<file path="src/rtl/hyperbus_pkg.sv">
// ---------------------------------------------------------------------------
// hyperbus_pkg
// Shared types and constants for the HyperBus PHY transmit path.
//   hyperbus_tx_state_e : serializer FSM states
//   HYPERBUS_POST_W     : width of the post-burst CK counter
// ---------------------------------------------------------------------------
package hyperbus_pkg;

  localparam int HYPERBUS_POST_W = 4;

  typedef enum logic [2:0] {
    IDLE,
    HI,
    LO,
    STALL,
    POST
  } hyperbus_tx_state_e;

endpackage

</file>
<file path="src/rtl/hyperbus_tx_oreg.sv">
// ---------------------------------------------------------------------------
// hyperbus_tx_oreg
// Optional retiming stage for the pad-facing serializer outputs. It adds one
// clock of latency to DQ, RWDS, their output enables and the CK enable, and
// resets to the same idle values as the serializer itself.
// Ports:
//   clk_i, rst_ni            PHY clock, async active-low reset
//   dq_i/dq_oe_i/rwds_i/
//   rwds_oe_i/ck_en_i        undelayed pad signals
//   dq_o/dq_oe_o/rwds_o/
//   rwds_oe_o/ck_en_o        retimed pad signals
// ---------------------------------------------------------------------------
module hyperbus_tx_oreg (
  input  logic       clk_i,
  input  logic       rst_ni,
  input  logic [7:0] dq_i,
  input  logic       dq_oe_i,
  input  logic       rwds_i,
  input  logic       rwds_oe_i,
  input  logic       ck_en_i,
  output logic [7:0] dq_o,
  output logic       dq_oe_o,
  output logic       rwds_o,
  output logic       rwds_oe_o,
  output logic       ck_en_o
);

  logic [7:0] dq_q;
  logic       dq_oe_q;
  logic       rwds_q;
  logic       rwds_oe_q;
  logic       ck_en_q;

  always_ff @(posedge clk_i or negedge rst_ni) begin
    if (!rst_ni) begin
      dq_q      <= 8'h00;
      dq_oe_q   <= 1'b0;
      rwds_q    <= 1'b0;
      rwds_oe_q <= 1'b0;
      ck_en_q   <= 1'b0;
    end else begin
      dq_q      <= dq_i;
      dq_oe_q   <= dq_oe_i;
      rwds_q    <= rwds_i;
      rwds_oe_q <= rwds_oe_i;
      ck_en_q   <= ck_en_i;
    end
  end

  assign dq_o      = dq_q;
  assign dq_oe_o   = dq_oe_q;
  assign rwds_o    = rwds_q;
  assign rwds_oe_o = rwds_oe_q;
  assign ck_en_o   = ck_en_q;

endmodule

</file>
<file path="src/rtl/hyperbus_tx_serializer.sv">
// ---------------------------------------------------------------------------
// hyperbus_tx_serializer
// Transmit word-to-byte serializer for the HyperBus PHY. Takes 16-bit write
// words with byte strobes over valid/ready and emits one byte per PHY clock
// (one CK edge), high byte first, with DQ/RWDS enables, the RWDS write mask
// and a CK enable for the clock generator.
// Parameters:
//   POST_CYCLES  CK-enabled cycles after the last word with DQ released (0..15)
// Ports:
//   clk_i, rst_ni      PHY clock (2x CK), async active-low reset
//   clear_i            synchronous abort back to IDLE
//   tx_valid_i/tx_ready_o, tx_data_i, tx_strb_i, tx_last_i   word input
//   dq_o, dq_oe_o, rwds_o, rwds_oe_o, ck_en_o                pad side
//   busy_o             FSM not idle
//   underrun_o         one-cycle pulse on entry to STALL
// Build option:
//   HYPERBUS_TX_OREG_EN  adds one register stage on the pad-side outputs
// ---------------------------------------------------------------------------
module hyperbus_tx_serializer
  import hyperbus_pkg::*;
#(
  parameter int POST_CYCLES = 2
) (
  input  logic        clk_i,
  input  logic        rst_ni,
  input  logic        clear_i,
  input  logic        tx_valid_i,
  output logic        tx_ready_o,
  input  logic [15:0] tx_data_i,
  input  logic [1:0]  tx_strb_i,
  input  logic        tx_last_i,
  output logic [7:0]  dq_o,
  output logic        dq_oe_o,
  output logic        rwds_o,
  output logic        rwds_oe_o,
  output logic        ck_en_o,
  output logic        busy_o,
  output logic        underrun_o
);

  // Counter load value; the POST_CYCLES=0 case never enters POST.
  localparam logic [HYPERBUS_POST_W-1:0] POST_LOAD =
    (POST_CYCLES == 0) ? '0 : HYPERBUS_POST_W'(POST_CYCLES - 1);

  hyperbus_tx_state_e         state_q, state_d;
  logic [15:0]                data_q, data_d;
  logic [1:0]                 strb_q, strb_d;
  logic                       last_q, last_d;
  logic [HYPERBUS_POST_W-1:0] cnt_q, cnt_d;
  logic                       underrun_q, underrun_d;

  logic                       accept;
  logic [7:0]                 dq_s;
  logic                       rwds_s;
  logic                       oe_s;
  logic                       ck_en_s;

  // Ready depends only on state and last_q so it never loops through valid.
  always_comb begin
    tx_ready_o = 1'b0;
    case (state_q)
      IDLE:    tx_ready_o = 1'b1;
      LO:      tx_ready_o = ~last_q;
      STALL:   tx_ready_o = 1'b1;
      default: tx_ready_o = 1'b0;
    endcase
  end

  // clear_i blocks acceptance so a word presented with it is dropped.
  assign accept = tx_valid_i & tx_ready_o & ~clear_i;

  always_comb begin
    state_d    = state_q;
    data_d     = data_q;
    strb_d     = strb_q;
    last_d     = last_q;
    cnt_d      = cnt_q;
    underrun_d = 1'b0;

    case (state_q)
      IDLE: begin
        if (accept) state_d = HI;
      end
      HI: begin
        state_d = LO;
      end
      LO: begin
        if (last_q) begin
          if (POST_CYCLES == 0) begin
            state_d = IDLE;
          end else begin
            state_d = POST;
            cnt_d   = POST_LOAD;
          end
        end else if (accept) begin
          state_d = HI;
        end else if (!tx_valid_i) begin
          state_d    = STALL;
          underrun_d = 1'b1;
        end
      end
      STALL: begin
        if (accept) state_d = HI;
      end
      POST: begin
        if (cnt_q == '0) state_d = IDLE;
        else             cnt_d   = cnt_q - 1'b1;
      end
      default: state_d = IDLE;
    endcase

    if (accept) begin
      data_d = tx_data_i;
      strb_d = tx_strb_i;
      last_d = tx_last_i;
    end

    if (clear_i) begin
      state_d    = IDLE;
      cnt_d      = '0;
      underrun_d = 1'b0;
    end
  end

  always_ff @(posedge clk_i or negedge rst_ni) begin
    if (!rst_ni) begin
      state_q    <= IDLE;
      data_q     <= 16'h0000;
      strb_q     <= 2'b00;
      last_q     <= 1'b0;
      cnt_q      <= '0;
      underrun_q <= 1'b0;
    end else begin
      state_q    <= state_d;
      data_q     <= data_d;
      strb_q     <= strb_d;
      last_q     <= last_d;
      cnt_q      <= cnt_d;
      underrun_q <= underrun_d;
    end
  end

  // Pad-side decode. STALL keeps driving the low byte with CK parked.
  always_comb begin
    dq_s    = 8'h00;
    rwds_s  = 1'b0;
    oe_s    = 1'b0;
    ck_en_s = 1'b0;
    case (state_q)
      HI: begin
        dq_s    = data_q[15:8];
        rwds_s  = ~strb_q[1];
        oe_s    = 1'b1;
        ck_en_s = 1'b1;
      end
      LO: begin
        dq_s    = data_q[7:0];
        rwds_s  = ~strb_q[0];
        oe_s    = 1'b1;
        ck_en_s = 1'b1;
      end
      STALL: begin
        dq_s    = data_q[7:0];
        rwds_s  = ~strb_q[0];
        oe_s    = 1'b1;
        ck_en_s = 1'b0;
      end
      POST: begin
        ck_en_s = 1'b1;
      end
      default: begin
        dq_s    = 8'h00;
      end
    endcase
  end

  assign busy_o     = (state_q != IDLE);
  assign underrun_o = underrun_q;

`ifdef HYPERBUS_TX_OREG_EN
  hyperbus_tx_oreg u_oreg (
    .clk_i     (clk_i),
    .rst_ni    (rst_ni),
    .dq_i      (dq_s),
    .dq_oe_i   (oe_s),
    .rwds_i    (rwds_s),
    .rwds_oe_i (oe_s),
    .ck_en_i   (ck_en_s),
    .dq_o      (dq_o),
    .dq_oe_o   (dq_oe_o),
    .rwds_o    (rwds_o),
    .rwds_oe_o (rwds_oe_o),
    .ck_en_o   (ck_en_o)
  );
`else
  assign dq_o      = dq_s;
  assign dq_oe_o   = oe_s;
  assign rwds_o    = rwds_s;
  assign rwds_oe_o = oe_s;
  assign ck_en_o   = ck_en_s;
`endif

endmodule

</file>
<file path="config.mk">
export PLATFORM = sky130hd
export DESIGN_NAME = hyperbus_tx_serializer
export DESIGN_NICKNAME = d
export VERILOG_FILES = /design/src/rtl/hyperbus_pkg.sv /design/src/rtl/hyperbus_tx_oreg.sv /design/src/rtl/hyperbus_tx_serializer.sv
export SDC_FILE = /design/constraint.sdc
export NUM_CORES = 1
export LEC_CHECK = 0
export BUFFER_PORTS_ARGS = -buffer_cell sky130_fd_sc_hd__buf_2
export CORE_UTILIZATION = 46
export DETAILED_ROUTE_END_ITERATION = 8
export PLACE_DENSITY = 0.77
export SLEW_MARGIN = 20
export SYNTH_ARGS = -nofsm -noshare
export SYNTH_HDL_FRONTEND = slang
export SYNTH_SLANG_ARGS = --single-unit
</file>
<file path="constraint.sdc">
create_clock -name clk_i -period 1.7 [get_ports clk_i]
set_clock_uncertainty 0.2 [all_clocks]
set_input_delay 0.34 -clock clk_i [delete_from_list [all_inputs] [get_ports clk_i]]
set_output_delay 0.34 -clock clk_i [all_outputs]
set_load 0.02 [all_outputs]
</file>
---- Word-level counts from Yosys, hierarchy flattened ----
Index checks and enable logic that the tools add are counted.
Widths: inputs -> output; s select.
storage, ports and cells
  input bits .............................. 23
  word-level logic and storage cells ...... 53
  output and inout port bits .............. 15
  flip-flop bits (word level) ............. 27
operators by class
  eq/ne operators ......................... 9
  add/subtract/negate cells ............... 1
  reduce and logical (&&, ||, !) cells .... 10
  mux-type cells .......................... 21
  bitwise operators ....................... 6
operator list
  cell                 number
  $mux 3               6
  $pmux 8 s2           1
  $mux 4               3
  $pmux 3 s4           1
  $ne 3x3->1 const B   3
  $pmux 4 s2           1
  $mux 1               7
  $eq 3x2->1 const B   2
  $reduce_and 3->1     2
  $reduce_bool 3->1    2
  $reduce_or 3->1      2
  $ne 5x5->1 const B   1
  $logic_not 4->1      1
  $not 1->1            4
  $pmux 1 s2           2
  $reduce_or 2->1      2
  $sub 4x1->4 const B  1
  $eq 3x1->1 const B   1
  $eq 3x3->1 const B   1
  $logic_not 3->1      1
  $ne 3x1->1 const B   1
  $and 1x1->1          2

---- Depth between registers and ports, before layout ----
  depth after elaboration ................. 9
  gate-level depth with buffers ........... 5
  depth with buffers taken out ............ 5

---- Worst setup path after synthesis ----
OpenSTA, ideal clock, no wires.
  path type ............................... register to register
  from .................................... register cnt_q[0]
  to ...................................... register cnt_q[0]
  data required time ...................... 1.381 ns
  setup slack ............................. -0.135 ns
  arrival ................................. 1.516 ns
  stages on the path, launching flop included .. 6
  period minus slack after synthesis ...... 1.835 ns
  setup time .............................. 0.119 ns
  path buffers ............................ 0
  path through ............................ dfrtp_1 inv_1 ha_1 or3b_2 a32o_1 o21a_1
on the way
  word-level cells in the longest chain between the ends .. 4
  elaborated cells between the ends (all ways) .. 7
  classes of those cells .................. add/sub (1); eq/ne (1); mux (3); reduce/logical (2)
RTL lines
  what                    RTL line                       RTL
  from (decl)             hyperbus_tx_serializer.sv:49   logic [HYPERBUS_POST_W-1:0] cnt_q, cnt_d;
  from (signal assigned)  hyperbus_tx_serializer.sv:138  cnt_q <= cnt_d;
  $sub 4x1->4             hyperbus_tx_serializer.sv:107  else cnt_d = cnt_q - 1'b1;
  $mux 4                  hyperbus_tx_serializer.sv:106  if (cnt_q == '0) state_d = IDLE;
  $pmux 4 s2              hyperbus_tx_serializer.sv:80   case (state_q)
  $mux 4                  hyperbus_tx_serializer.sv:118  if (clear_i) begin
Parallel ways exist; a longest one is shown, timed or not. The select of a mux whose other input is x is not followed.
A chain may end at the register's enable or synchronous reset.

---- Final worst setup path ----
  from .................................... register state_q[1]
  to ...................................... output rwds_o
on the way
  word-level cells in the longest chain between the ends .. 3
  elaborated cells between the ends (all ways) .. 5
  classes of those cells .................. eq/ne (3); mux (1); reduce/logical (1)
RTL lines
  what                              RTL line                       RTL
  from (decl)                       hyperbus_tx_serializer.sv:45   hyperbus_tx_state_e state_q, state_d;
  from (signal assigned)            hyperbus_tx_serializer.sv:134  state_q <= state_d;
  $eq 3x2->1                        hyperbus_tx_serializer.sv:149  case (state_q)
  $reduce_or 2->1 (no source line)  --
  $pmux 1 s2 (*)                    hyperbus_tx_serializer.sv:149
  to (decl)                         hyperbus_tx_serializer.sv:34   output logic rwds_o,
Mark *: on every way between the ends. The rest lies on a longest branch, timed or not.

==> flow_summary.json <==
{
  "timing.final.hold_violations": 0,
  "ys_warn_count": 0,
  "slowest_stage": "dfrtp_2",
  "grt_pass1_wl_um": 6016,
  "core_sq_um": 2829,
  "cp_num_buf_inv": 2,
  "final_nets": 214,
  "dieHeight_um": 57.42,
  "leakage_uw": 0.001027,
  "gp_congestion": 0.7801,
  "worstPathArrival_ns": 1.52,
  "setup_viol": 35,
  "track_usage_pct": 24.26,
  "via_per_inst": 5.641,
  "drc": 2,
  "io_buffers": 37,
  "worstHoldStart": "tx_data_i[0]",
  "rr_worst_depth": 6,
  "cts_buffer_depth": 2,
  "fp.dieW_um": 57.42,
  "outcome": "finished, violations left",
  "crit_path_max_fanout": 5,
  "ctsHtreeMaxLevel": 1,
  "rows": 19,
  "via_count": 1241,
  "dp_hpwl_um": 2086,
  "grt_max_degree": 28,
  "seqPwrFrac_pct": 44.7,
  "rsz0062_at_grt": "true",
  "pwr-share-comb_pct": 40.8,
  "crit_family": "flip-flops",
  "cts_tree": "done",
  "hold_path.class": "in2reg",
  "switching_share_pct": 33.03,
  "start_kind": "flip-flop",
  "holdPathStages": 2,
  "critPathKind": "reg2out",
  "insertion_delay_ns": 0.33,
  "wl_per_cell_um": 18.50,
  "multi_input_area_sq_um": 805.8,
  "grt_pass1_vias": 1244,
  "setup_slack_ns": -0.3643,
  "ys_seq_elements": 27,
  "reg2reg_from": "state_q[1]$_DFFE_PN0P_",
  "cts.sinks": 27,
  "syn_avg_cell_area_sq_um": 11.58,
  "diodes": 0,
  "synth_edf_count": 0,
  "fin_area_sq_um": 2198,
  "place_area_sq_um": 1730,
  "max_stage_delay_ns": 0.51,
  "clockRootBuffer": "clkbuf_4",
  "period_share_pct": 121.4,
  "rr_endpoint": "last_q$_DFFE_PN0P_",
  "slew_headroom_pct": 58.77,
  "max_freq_mhz": 484.4,
  "wirelength_um": 4070,
  "ff2ff_setup_slack_ns": -0.24,
  "post-synth-top-area-cell": "dfrtp_1",
  "async_flop_share_pct": 100.0,
  "drv_slew": 0,
  "drt_iter0_drc": 58,
  "yosysTopAreaCellShare_pct": 47.83,
  "powerDensity_nw_per_um2": 895.2,
  "ys.flop_type": "dfrtp_1",
  "start_util_pct": 49.93,
  "dpl.cell_count": 196,
  "mostFrequentLayoutCell": "buf_2",
  "maxCapViolCount": 0,
  "syn-cell-area_sq_um": 1413,
  "fin_total_pwr_uw": 1968,
  "netlist_instances": 122,
  "crit_path_end_kind": "output port",
  "violations": "DRC, setup timing",
  "crit_chain": "buf_4 -> nand2b_4 -> o22ai_2 -> nor2b_4 -> buf_6",
  "fill_cells": 157,
  "final-seq-area_sq_um": 678.2,
  "syn_nets": 146,
  "drive_gt1_share_pct": 64.55,
  "final_cell_mix": "27 x buf_2, 25 x dfrtp_1, 22 x buf_4",
  "vdd_drop_max_mv": 0.7603,
  "dieArea_sq_um": 3296,
  "final_util_pct": 77.71,
  "syn2layout_area_growth_pct": 55.62,
  "numCtsBuffers": 3,
  "synth.area.top_cells": "dfrtp_1 48%, mux2_4 11%, mux2_2 7.2%",
  "layoutNonFillerInstCount": 220,
  "intPower_uw": 1318,
  "path_clk_slew_ns": 0.15,
  "crit_required_ns": 1.16,
  "drtAntennaViolNets": 0,
  "power_frac_clock_pct": 14.5,
  "timing.final.crit_period_ns": 2.064,
  "ys_seq_area_share_pct": 47.83,
  "overflow": 0,
  "ys_types": 36,
  "hold_path_end": "data_q[0]$_DFFE_PN0P_",
  "worst_pin_slew_ns": 0.6184,
  "antenna_found_initial": 0,
  "ios": 38,
  "drt_pass1_iterations": 6,
  "switching_power_uw": 650.0,
  "path_depth": 5
}
-- how the worst max path moves through the flow --
stage                            from  endpoint  slack [ns]
6_report       state_q[1]$_DFFE_PN0P_    rwds_o       -0.36
2_1_floorplan  state_q[0]$_DFFE_PN0P_   dq_o[4]       -0.03
3_5_place_dp   state_q[1]$_DFFE_PN0P_   dq_o[0]       -0.18
4_1_cts        state_q[1]$_DFFE_PN0P_    rwds_o       -0.34
5_1_grt        state_q[1]$_DFFE_PN0P_    rwds_o       -0.42
3_3_place_gp   state_q[1]$_DFFE_PN0P_   dq_o[0]       -0.14
-- cell usage after synthesis, drive strengths merged, types with 2 or more instances --
cell type	n
mux2	19
buf	6
nand2	2
or3b	2
o211ai	3
nor2	14
inv	7
clkbuf	2
a21oi	2
o31a	2
nand3b	3
nor2b	4
a22oi	8
o21ai	3
dfrtp	27
nor3	2
nand2b	2
-- flip-flops by register name, summed over array words and instances, names as in the netlist --
register,cells
data_q,16
cnt_q,4
state_q,3
strb_q,2
last_q,1
underrun_o,1
-- layer usage --
metal	track usage (%)	up-vias	wire length, um
li1	-	576	-
met1	31.51	617	1612
met2	41.53	39	2237
met3	3.628	9	137
met4	8.014	0	83
met5	0	-	0
-- power by group through the flow --
stage	Sequential [uW]	Combinational, uW	Clock [uW]
after CTS	855	676	285
after detailed placement	854	567	0
final	880	803	285
after global placement	850	549	0
after global routing	890	854	309
after floorplan	835	403	0
-- cell type report --
type | instances | area share (%)
multi-input combinational | 80 | 36.65
sequential | 27 | 30.85
timing repair buffer | 71 | 28.34
tap | 31 | 1.764
clock buffer | 4 | 1.195
inverter | 7 | 1.195
-- worst reg2reg max path, cell delays in order, from the launching register on --
cell and delay [ns]:
dfrtp_2 0.51, buf_4 0.16, nand2_2 0.08, o2111ai_4 0.30, buf_6 0.16, buf_16 0.11
mux2_2 0.33
-- metrics by stage --
stage / hold slack (ns) / setup slack (ns) / TNS [ns]
6_report: 0.02666 / -0.3643 / -8.816
5_1_grt: 0.01408 / -0.4214 / -10.81
4_1_cts: 0.02588 / -0.3432 / -5.536
3_5_place_dp: 0.1727 / -0.1824 / -1.759
3_3_place_gp: 0.1811 / -0.1398 / -1.136
2_1_floorplan: -0.1556 / -0.03331 / -0.1971
-- logic make-up after synthesis --
| kind of cell | synth area share, % |
|---|---|
| compound gates | 14.17 |
| fa+ha+maj | 0.8856 |
| buf+inv | 5.138 |
| flops | 47.83 |
| mux | 17.80 |
| simple gates | 14.17 |
-- repair_timing --
| action | 4_1_cts | 5_1_grt |
|---|---|---|
| pin swaps | 1 | 5 |
| setup buffers | 12 | 4 |
| hold buffers | 1 | 0 |
| endpoints found under the hold margin | 27 | 0 |
| gates resized for setup | 29 | 27 |
| endpoints found under the setup margin | 37 | 36 |
| cloned | 2 | 1 |
Note: power is estimated with default switching activity, not from simulation.
